### config.mk
export PLATFORM = sky130hd
export DESIGN_NAME = pc_fetch
export DESIGN_NICKNAME = d
export VERILOG_FILES = /design/src/rtl/pc_fetch.sv
export SDC_FILE = /design/constraint.sdc
export NUM_CORES = 1
export LEC_CHECK = 0
export CORE_MARGIN = 2
export CORE_UTILIZATION = 50
export CTS_BUF_LIST = sky130_fd_sc_hd__clkbuf_16
export DETAILED_ROUTE_END_ITERATION = 10
export PLACE_DENSITY = 0.87
export SETUP_SLACK_MARGIN = 0.1
export SLEW_MARGIN = 0
export SYNTH_ARGS = -nofsm -noshare
export SYNTH_HDL_FRONTEND = slang
export SYNTH_SLANG_ARGS = --single-unit
### constraint.sdc
create_clock -name clk -period 5.1 [get_ports clk]
set_input_delay 1.53 -clock clk [delete_from_list [all_inputs] [get_ports clk]]
set_output_delay 1.53 -clock clk [all_outputs]
set_load 0.02 [all_outputs]
### src/rtl/pc_fetch.sv
// pc_fetch: program-counter and instruction-fetch front end.
// Tracks the fetch PC, issues requests to instruction memory, absorbs
// memory wait states, applies branch/jalr redirects (deferring them while
// a fetch is outstanding), and traps on misaligned redirect targets.
//
// Handshake: a fetch transfers in any cycle where imem_req and imem_ready
// are both high. Once imem_req is raised in WAIT, it and imem_addr hold
// steady until imem_ready is seen.
module pc_fetch #(
    parameter logic [31:0] RESET_PC = 32'h0000_0000
) (
    input  logic        clk,
    input  logic        rst_n,
    input  logic [1:0]  PCSrc,
    input  logic [31:0] branch_target,
    input  logic [31:0] jalr_target,
    input  logic        stall,
    input  logic        imem_ready,
    output logic        imem_req,
    output logic [31:0] imem_addr,
    output logic [31:0] pc,
    output logic [31:0] pc_plus4,
    output logic        if_valid,
    output logic        flush,
    output logic        misalign_trap,
    output logic [1:0]  dbg_state
);

    typedef enum logic [1:0] {
        S_BOOT  = 2'd0,
        S_FETCH = 2'd1,
        S_WAIT  = 2'd2,
        S_TRAP  = 2'd3
    } state_t;

    state_t      state_q, state_d;
    logic [31:0] pc_q, pc_d;
    logic [31:0] pend_pc_q, pend_pc_d;     // redirect target waiting on the outstanding fetch
    logic        pend_vld_q, pend_vld_d;
    logic        pend_trap_q, pend_trap_d; // misaligned redirect seen while waiting
    logic        discard_q, discard_d;     // outstanding fetch belongs to a redirected path
    logic        trap_q, trap_d;

    logic        redirect;
    logic        tgt_misalign;
    logic [31:0] target;
    logic [31:0] pc_inc;
    logic        req_c, valid_c, flush_c;

    // Decode the redirect request and its target (PCSrc=11 acts as sequential).
    always_comb begin
        redirect     = (PCSrc == 2'b01) || (PCSrc == 2'b10);
        target       = (PCSrc == 2'b10) ? {jalr_target[31:1], 1'b0} : branch_target;
        tgt_misalign = (target[1:0] != 2'b00);
        pc_inc       = pc_q + 32'd4;
    end

    // Next-state, next-PC and per-cycle handshake outputs.
    always_comb begin
        state_d     = state_q;
        pc_d        = pc_q;
        pend_pc_d   = pend_pc_q;
        pend_vld_d  = pend_vld_q;
        pend_trap_d = pend_trap_q;
        discard_d   = discard_q;
        trap_d      = trap_q;
        req_c       = 1'b0;
        valid_c     = 1'b0;
        flush_c     = 1'b0;

        case (state_q)
            S_BOOT: begin
                state_d = S_FETCH;
                if (redirect) begin
                    flush_c = 1'b1;
                    if (tgt_misalign) begin
                        trap_d  = 1'b1;
                        state_d = S_TRAP;
                    end else begin
                        pc_d = target;
                    end
                end
            end

            S_FETCH: begin
                req_c = !stall;
                if (redirect) begin
                    // Redirect wins over stall; any same-cycle transfer is dropped.
                    flush_c = 1'b1;
                    if (tgt_misalign) begin
                        trap_d  = 1'b1;
                        state_d = S_TRAP;
                    end else begin
                        pc_d = target;
                    end
                end else if (!stall) begin
                    if (imem_ready) begin
                        valid_c = 1'b1;
                        pc_d    = pc_inc;
                    end else begin
                        state_d = S_WAIT;
                    end
                end
            end

            S_WAIT: begin
                // Request and address stay put; stall has no effect here.
                req_c = 1'b1;
                if (redirect) begin
                    flush_c   = 1'b1;
                    discard_d = 1'b1;
                    if (tgt_misalign) begin
                        trap_d      = 1'b1;
                        pend_trap_d = 1'b1;
                    end else begin
                        pend_pc_d  = target;
                        pend_vld_d = 1'b1;
                    end
                end
                if (imem_ready) begin
                    valid_c     = !(discard_q || redirect);
                    state_d     = S_FETCH;
                    pend_vld_d  = 1'b0;
                    pend_trap_d = 1'b0;
                    discard_d   = 1'b0;
                    if (pend_trap_q || (redirect && tgt_misalign)) begin
                        state_d = S_TRAP;
                    end else if (redirect) begin
                        pc_d = target;
                    end else if (pend_vld_q) begin
                        pc_d = pend_pc_q;
                    end else begin
                        pc_d = pc_inc;
                    end
                end
            end

            S_TRAP: begin
                // Parked until reset.
            end

            default: state_d = S_BOOT;
        endcase
    end

    // State registers with synchronous active-low reset.
    always_ff @(posedge clk) begin
        if (!rst_n) begin
            state_q     <= S_BOOT;
            pc_q        <= RESET_PC;
            pend_pc_q   <= 32'h0;
            pend_vld_q  <= 1'b0;
            pend_trap_q <= 1'b0;
            discard_q   <= 1'b0;
            trap_q      <= 1'b0;
        end else begin
            state_q     <= state_d;
            pc_q        <= pc_d;
            pend_pc_q   <= pend_pc_d;
            pend_vld_q  <= pend_vld_d;
            pend_trap_q <= pend_trap_d;
            discard_q   <= discard_d;
            trap_q      <= trap_d;
        end
    end

    // Handshake pulses are suppressed while reset is asserted.
    always_comb begin
        imem_req      = rst_n & req_c;
        if_valid      = rst_n & valid_c;
        flush         = rst_n & flush_c;
        imem_addr     = pc_q;
        pc            = pc_q;
        pc_plus4      = pc_inc;
        misalign_trap = trap_q;
        dbg_state     = state_q;
    end

endmodule

# Word level (Yosys, flattened, before mapping)
# Cells that the tools add are included.
# op_classes
addsub	1
n_mul	0
div	0
magnitude_cmp	0
eq_ne	12
n_shift	0
muxes	36
bitwise	4
reduce_logical	19
# op_table
op	n
$mux W32	10
$pmux W32 S3	1
$add A32 B3 Y32 const B	1
$mux W2	8
$mux W1	14
$ne A3 B3 Y1 const B	4
$reduce_and A3 Y1	4
$ne A2 B2 Y1 const B	4
$pmux W2 S3	1
$reduce_and A6 Y1	1
$reduce_bool A2 Y1	3
$reduce_and A5 Y1	1
$eq A2 B1 Y1 const B	2
$eq A2 B2 Y1 const B	2
$pmux W1 S2	2
$and A1 B1 Y1	3
$logic_or A1 B1 Y1	3
$reduce_bool A3 Y1	1
$reduce_or A3 Y1	1
$logic_not A1 Y1	2
$logic_not A2 Y1	1
$reduce_and A2 Y1	1
$logic_and A1 B1 Y1	1
$not A1 Y1	1
# totals
regBits	70
latch_bits	0
ram_bits	0
rom_bits	0
out_inout_bits	102
mem_count	0

# Depth between registers and ports, before layout
# depth
ltp_word	8
mapped_depth	10
mapped_depth_nobuf	7

# Least setup slack after synthesis
# Ideal clock, no wire load.
# synth_path
path_kind	input -> output
from	in PCSrc[0]
to	out flush
t_arrival_ns	2.992
required_ns	3.570
slack_ns	0.578
path_stages	6
cell_sequence	inv_1 > ha_1 > clkbuf_1 > clkbuf_1 > buf_1 > nor3_1
# synth_via
elab_chain_cells	5
# synth_lines
item	line_no	rtl
start, declared	14	input logic [1:0] PCSrc,
$eq A2 B1 Y1 / $eq A2 B2 Y1 (equally long branches)	52	redirect = (PCSrc == 2'b01) || (PCSrc == 2'b10);
$logic_or A1 B1 Y1 (*)	52	
$mux W1 (*)	74, 87, 109	
$mux W1 (*)	n/a	
$and A1 B1 Y1 (*)	171	flush = rst_n & flush_c;
end, declared	24	output logic flush,
# Every way passes the cells marked *; elsewhere a longest branch is shown, timed or not.

# Worst setup path after layout
# layout_path
from	reg pc_q[3] (netlist: imem_addr[3])
to	out pc_plus4[28]
# layout_via
elab_chain_cells	1
# layout_lines
item	line_no	rtl
start, declared	37	logic [31:0] pc_q, pc_d;
start signal, assigned	158	pc_q <= pc_d;
$add A32 B3 Y32	55	pc_inc = pc_q + 32'd4;
end, declared	22	output logic [31:0] pc_plus4,
# No other way between the ends.

==> results_dict.tcl <==
set metrics [dict create \
    power_switching_w 0.00122 \
    timing.critical_path.to_type "output port" \
    report.final.slew_viol_count 0 \
    main_combinational_cell_family_by_area_after_synthesis "simple AND/OR/NAND/NOR gates" \
    drt_drc_violations_left 0 \
    ys.flop_type "dfxtp_1" \
    die_height_um 104 \
    share_of_post_route_cells_with_drive_strength_above_1_pct 8.32 \
    pwr-share-clk_pct 24.4 \
    syn_area_per_cell_um2 7.83 \
    synth-edff-count 0 \
    r2r_path_end "imem_addr[25]" \
    synth_seq_cells 70 \
    critical_path_arrival_ps 3340 \
    cts.sink_count 70 \
    postSynthCellCount 638 \
    clkLatencyLatePin_ps 340 \
    ys_top_cells_by_area "dfxtp_1, nor2_1, buf_4, mux2_2, xnor2_1" \
    hpwlAfterDp_um 12600 \
    final_total_negative_setup_slack_ps 0 \
    grt_setup_unrepaired "no" \
    synth-xor-area-share_pct 4.56 \
    ctsHtreeMaxLevel 3 \
    overflow 0 \
    design.final.nets 828 \
    post_synth_most_frequent_cells "nor2_1, dfxtp_1, nand2_1, clkbuf_1, buf_4" \
    fin_total_pwr_w 0.00286 \
    chipWidth_um 104 \
    post-synth-top-area-cell "dfxtp_1" \
    grt_antenna_before_repair 0 \
    mux_share_of_post_synthesis_cell_area_pct 6.89 \
    hold_path_class "reg2reg" \
    post_cts_resized 0 \
    numPortBuffers 170 \
    worstRegToRegCells 7 \
    netlist_area_um2 5000 \
    track_usage_pct 31.4 \
    hold_buffers 0 \
    detail_route.wl_per_cell_um 19.8 \
    sw_frac_of_total_pct 42.8 \
    synth.net_count 714 \
    detail_route.first_pass.iterations 6 \
    gp_congestion 0.902 \
    setup.worst_path.start_class "register" \
    area.growth.synth_to_final_pct 37.1 \
    slew_headroom_pct 18.7 \
    drt_first_iter_violations 556 \
    tightestPinTransition_ps 1220 \
    vias_after_detailed_routing 5639 \
    r2r_start "dbg_state[1]" \
    skew_ps 8.21 \
    final_count_of_hold_timing_violations 0 \
    initial_core_util_pct 51.4 \
    seq_area_frac_synth_pct 28.0 \
    clock_pin_slew_on_the_worst_setup_and_hold_paths_ps 70 \
    min-delay-start "pend_pc_q[5]" \
    p_seq_share_pct 26.2 \
    fin_crit_ps 4870 \
    max-cap-violations 0 \
    tritoncts "yes" \
    io-pin-count 172 \
    wirelength_um 17700 \
    synth-compound-area-share_pct 24.0 \
    grt_start_max_net_pins 42 \
    power_report.internal_total_w 0.00163 \
    asyncSetResetFlopFracSynth_pct 0 \
    worstPathRequired_ps 3570 \
    grt_first_pass_wirelength_um 27600 \
    finalSetupViolations 0 \
    clock_tree.buffer_depth 2 \
    worst-r2r-setup-slack_ps 2230 \
    run_status "completed" \
    worstSetupPathType "reg2out" \
    share_comb_of_total_power_pct 49.4 \
    post_cts_buffers 0 \
    power-per-cell-area_nw_per_um2 417 \
    p_leak_nw 2.36 \
    placement_rows 36 \
    die_area_um2 10800 \
    synthesis.yosys.warnings 0 \
    netlist-cell-type-count 65 \
    worst-path-max-fanout 7 \
    clock.fmax_ghz 0.205 \
    numCtsBuffers 9 \
    core_um2 9730 \
    avgViaCountPerCell 6.34 \
    fin_crit_sh_pct 95.4 \
    post-synth-top-count-cell "nor2_1" \
    post-synth-top-area-fraction_pct 28.0 \
    vdd.ir_drop.worst_mv 0.406 \
    worstHoldPathCells 2 \
    drtAntennaViolNets 0 \
    synthesized_area_fraction_occupied_by_adder_cells_pct 1.50 \
    post_synth_and_or_nand_nor_area_fraction_pct 24.9 \
    number_of_global_route_vias_before_repair 5247 \
    worst_hold_path.endpoint "pend_pc_q[5]" \
    clk_root_buffer_cell "clkbuf_16" \
    antennaDiodeCount 0 \
]
[worst max-delay path by stage]
stage	start	endpoint	slack (ps)	cells past startpoint
2_1_floorplan	PCSrc[0]	flush	580	6
3_3_place_gp	PCSrc[0]	flush	350	5
3_5_place_dp	PCSrc[0]	flush	320	5
4_1_cts	imem_addr[3]	pc_plus4[28]	290	6
5_1_grt	imem_addr[3]	pc_plus4[30]	190	6
6_report	imem_addr[3]	pc_plus4[28]	230	6
[power by group through the flow]
| stage | sequential [W] | combinational (W) | clock, W |
|---|---|---|---|
| 6_report | 0.000749 | 0.00141 | 0.000696 |
| 5_1_grt | 0.000759 | 0.00148 | 0.000715 |
| 4_1_cts | 0.000745 | 0.00138 | 0.000694 |
| 3_5_place_dp | 0.000755 | 0.00138 | 0 |
| 3_3_place_gp | 0.000748 | 0.00136 | 0 |
| 2_1_floorplan | 0.000780 | 0.000822 | 0 |
[cell usage in the layout, fill, tap and decap left out, types with 6 or more instances in the layout]
cell and n:
clkdlybuf4s50_1 170, nor2_1 72, dfxtp_1 70, nand2_1 45
nor3_1 30, nand3_1 25, xnor2_1 24, mux2_2 19
inv_1 18, o21ai_0 18, nand4_1 16, a21oi_1 15
a22o_1 14, a211oi_1 14, mux2i_1 13, buf_4 13
nor2b_1 12, and3_1 10, a31oi_1 10, o211ai_1 10
clkbuf_16 9, a31o_2 8, nor4_1 7, o2bb2ai_1 7
and4_1 6, a222oi_1 6, o22ai_1 6, o221ai_1 6
[flip-flops by register name, indices dropped and copies added, names as in the netlist]
signal and flops:
dbg_state 2, discard_q 1, imem_addr 32, misalign_trap 1, pend_pc_q 32, pend_trap_q 1
pend_vld_q 1
[logic make-up after synthesis]
| logic type | count (synthesis) |
|---|---|
| buffers and inverters | 98 |
| AND/OR/NAND/NOR | 248 |
| multiplexers | 32 |
| flip-flops | 70 |
| XOR/XNOR | 26 |
| AO/OA/AOI/OAI | 158 |
| adder cells (fa/ha/maj) | 6 |
[layout make-up]
class / count / area (um^2)
multi-input combinational: 470 / 3090
fill: 772 / 2880
timing repair buffer: 183 / 1800
sequential: 70 / 1400
clock buffer: 9 / 225
tap: 133 / 166
clock inverter: 7 / 97.6
inverter: 18 / 67.6
[routing by layer]
metal	track usage (%)	share of wire (%)	up-vias
li1	-	-	2566
met1	40.8	39	2619
met2	51.9	48	396
met3	4.89	10	58
met4	13.2	2.7	0
met5	0	0	-
[stage by stage]
stage | instance area, um^2 | std cells | setup slack (ps) | hold WS (ps) | utilization (%)
2_1_floorplan | 5000 | 638 | 578 | 433 | -
6_report | 6850 | 890 | 233 | 459 | 70.4
5_1_grt | 6850 | 890 | 186 | 490 | 70.4
4_1_cts | 6850 | 890 | 291 | 456 | 70.4
3_5_place_dp | 6530 | 874 | 316 | 447 | 67.1
3_3_place_gp | 6530 | 874 | 347 | 442 | 67.1
[critical path: stages (launching register included)]
cell and delay (ps):
dfxtp_1 460, ha_1 250, nand3_1 260, or4_4 690, or4_4 580, xnor2_1 140, clkdlybuf4s50_1 620
No activity file was read; power rests on OpenSTA's default activity.
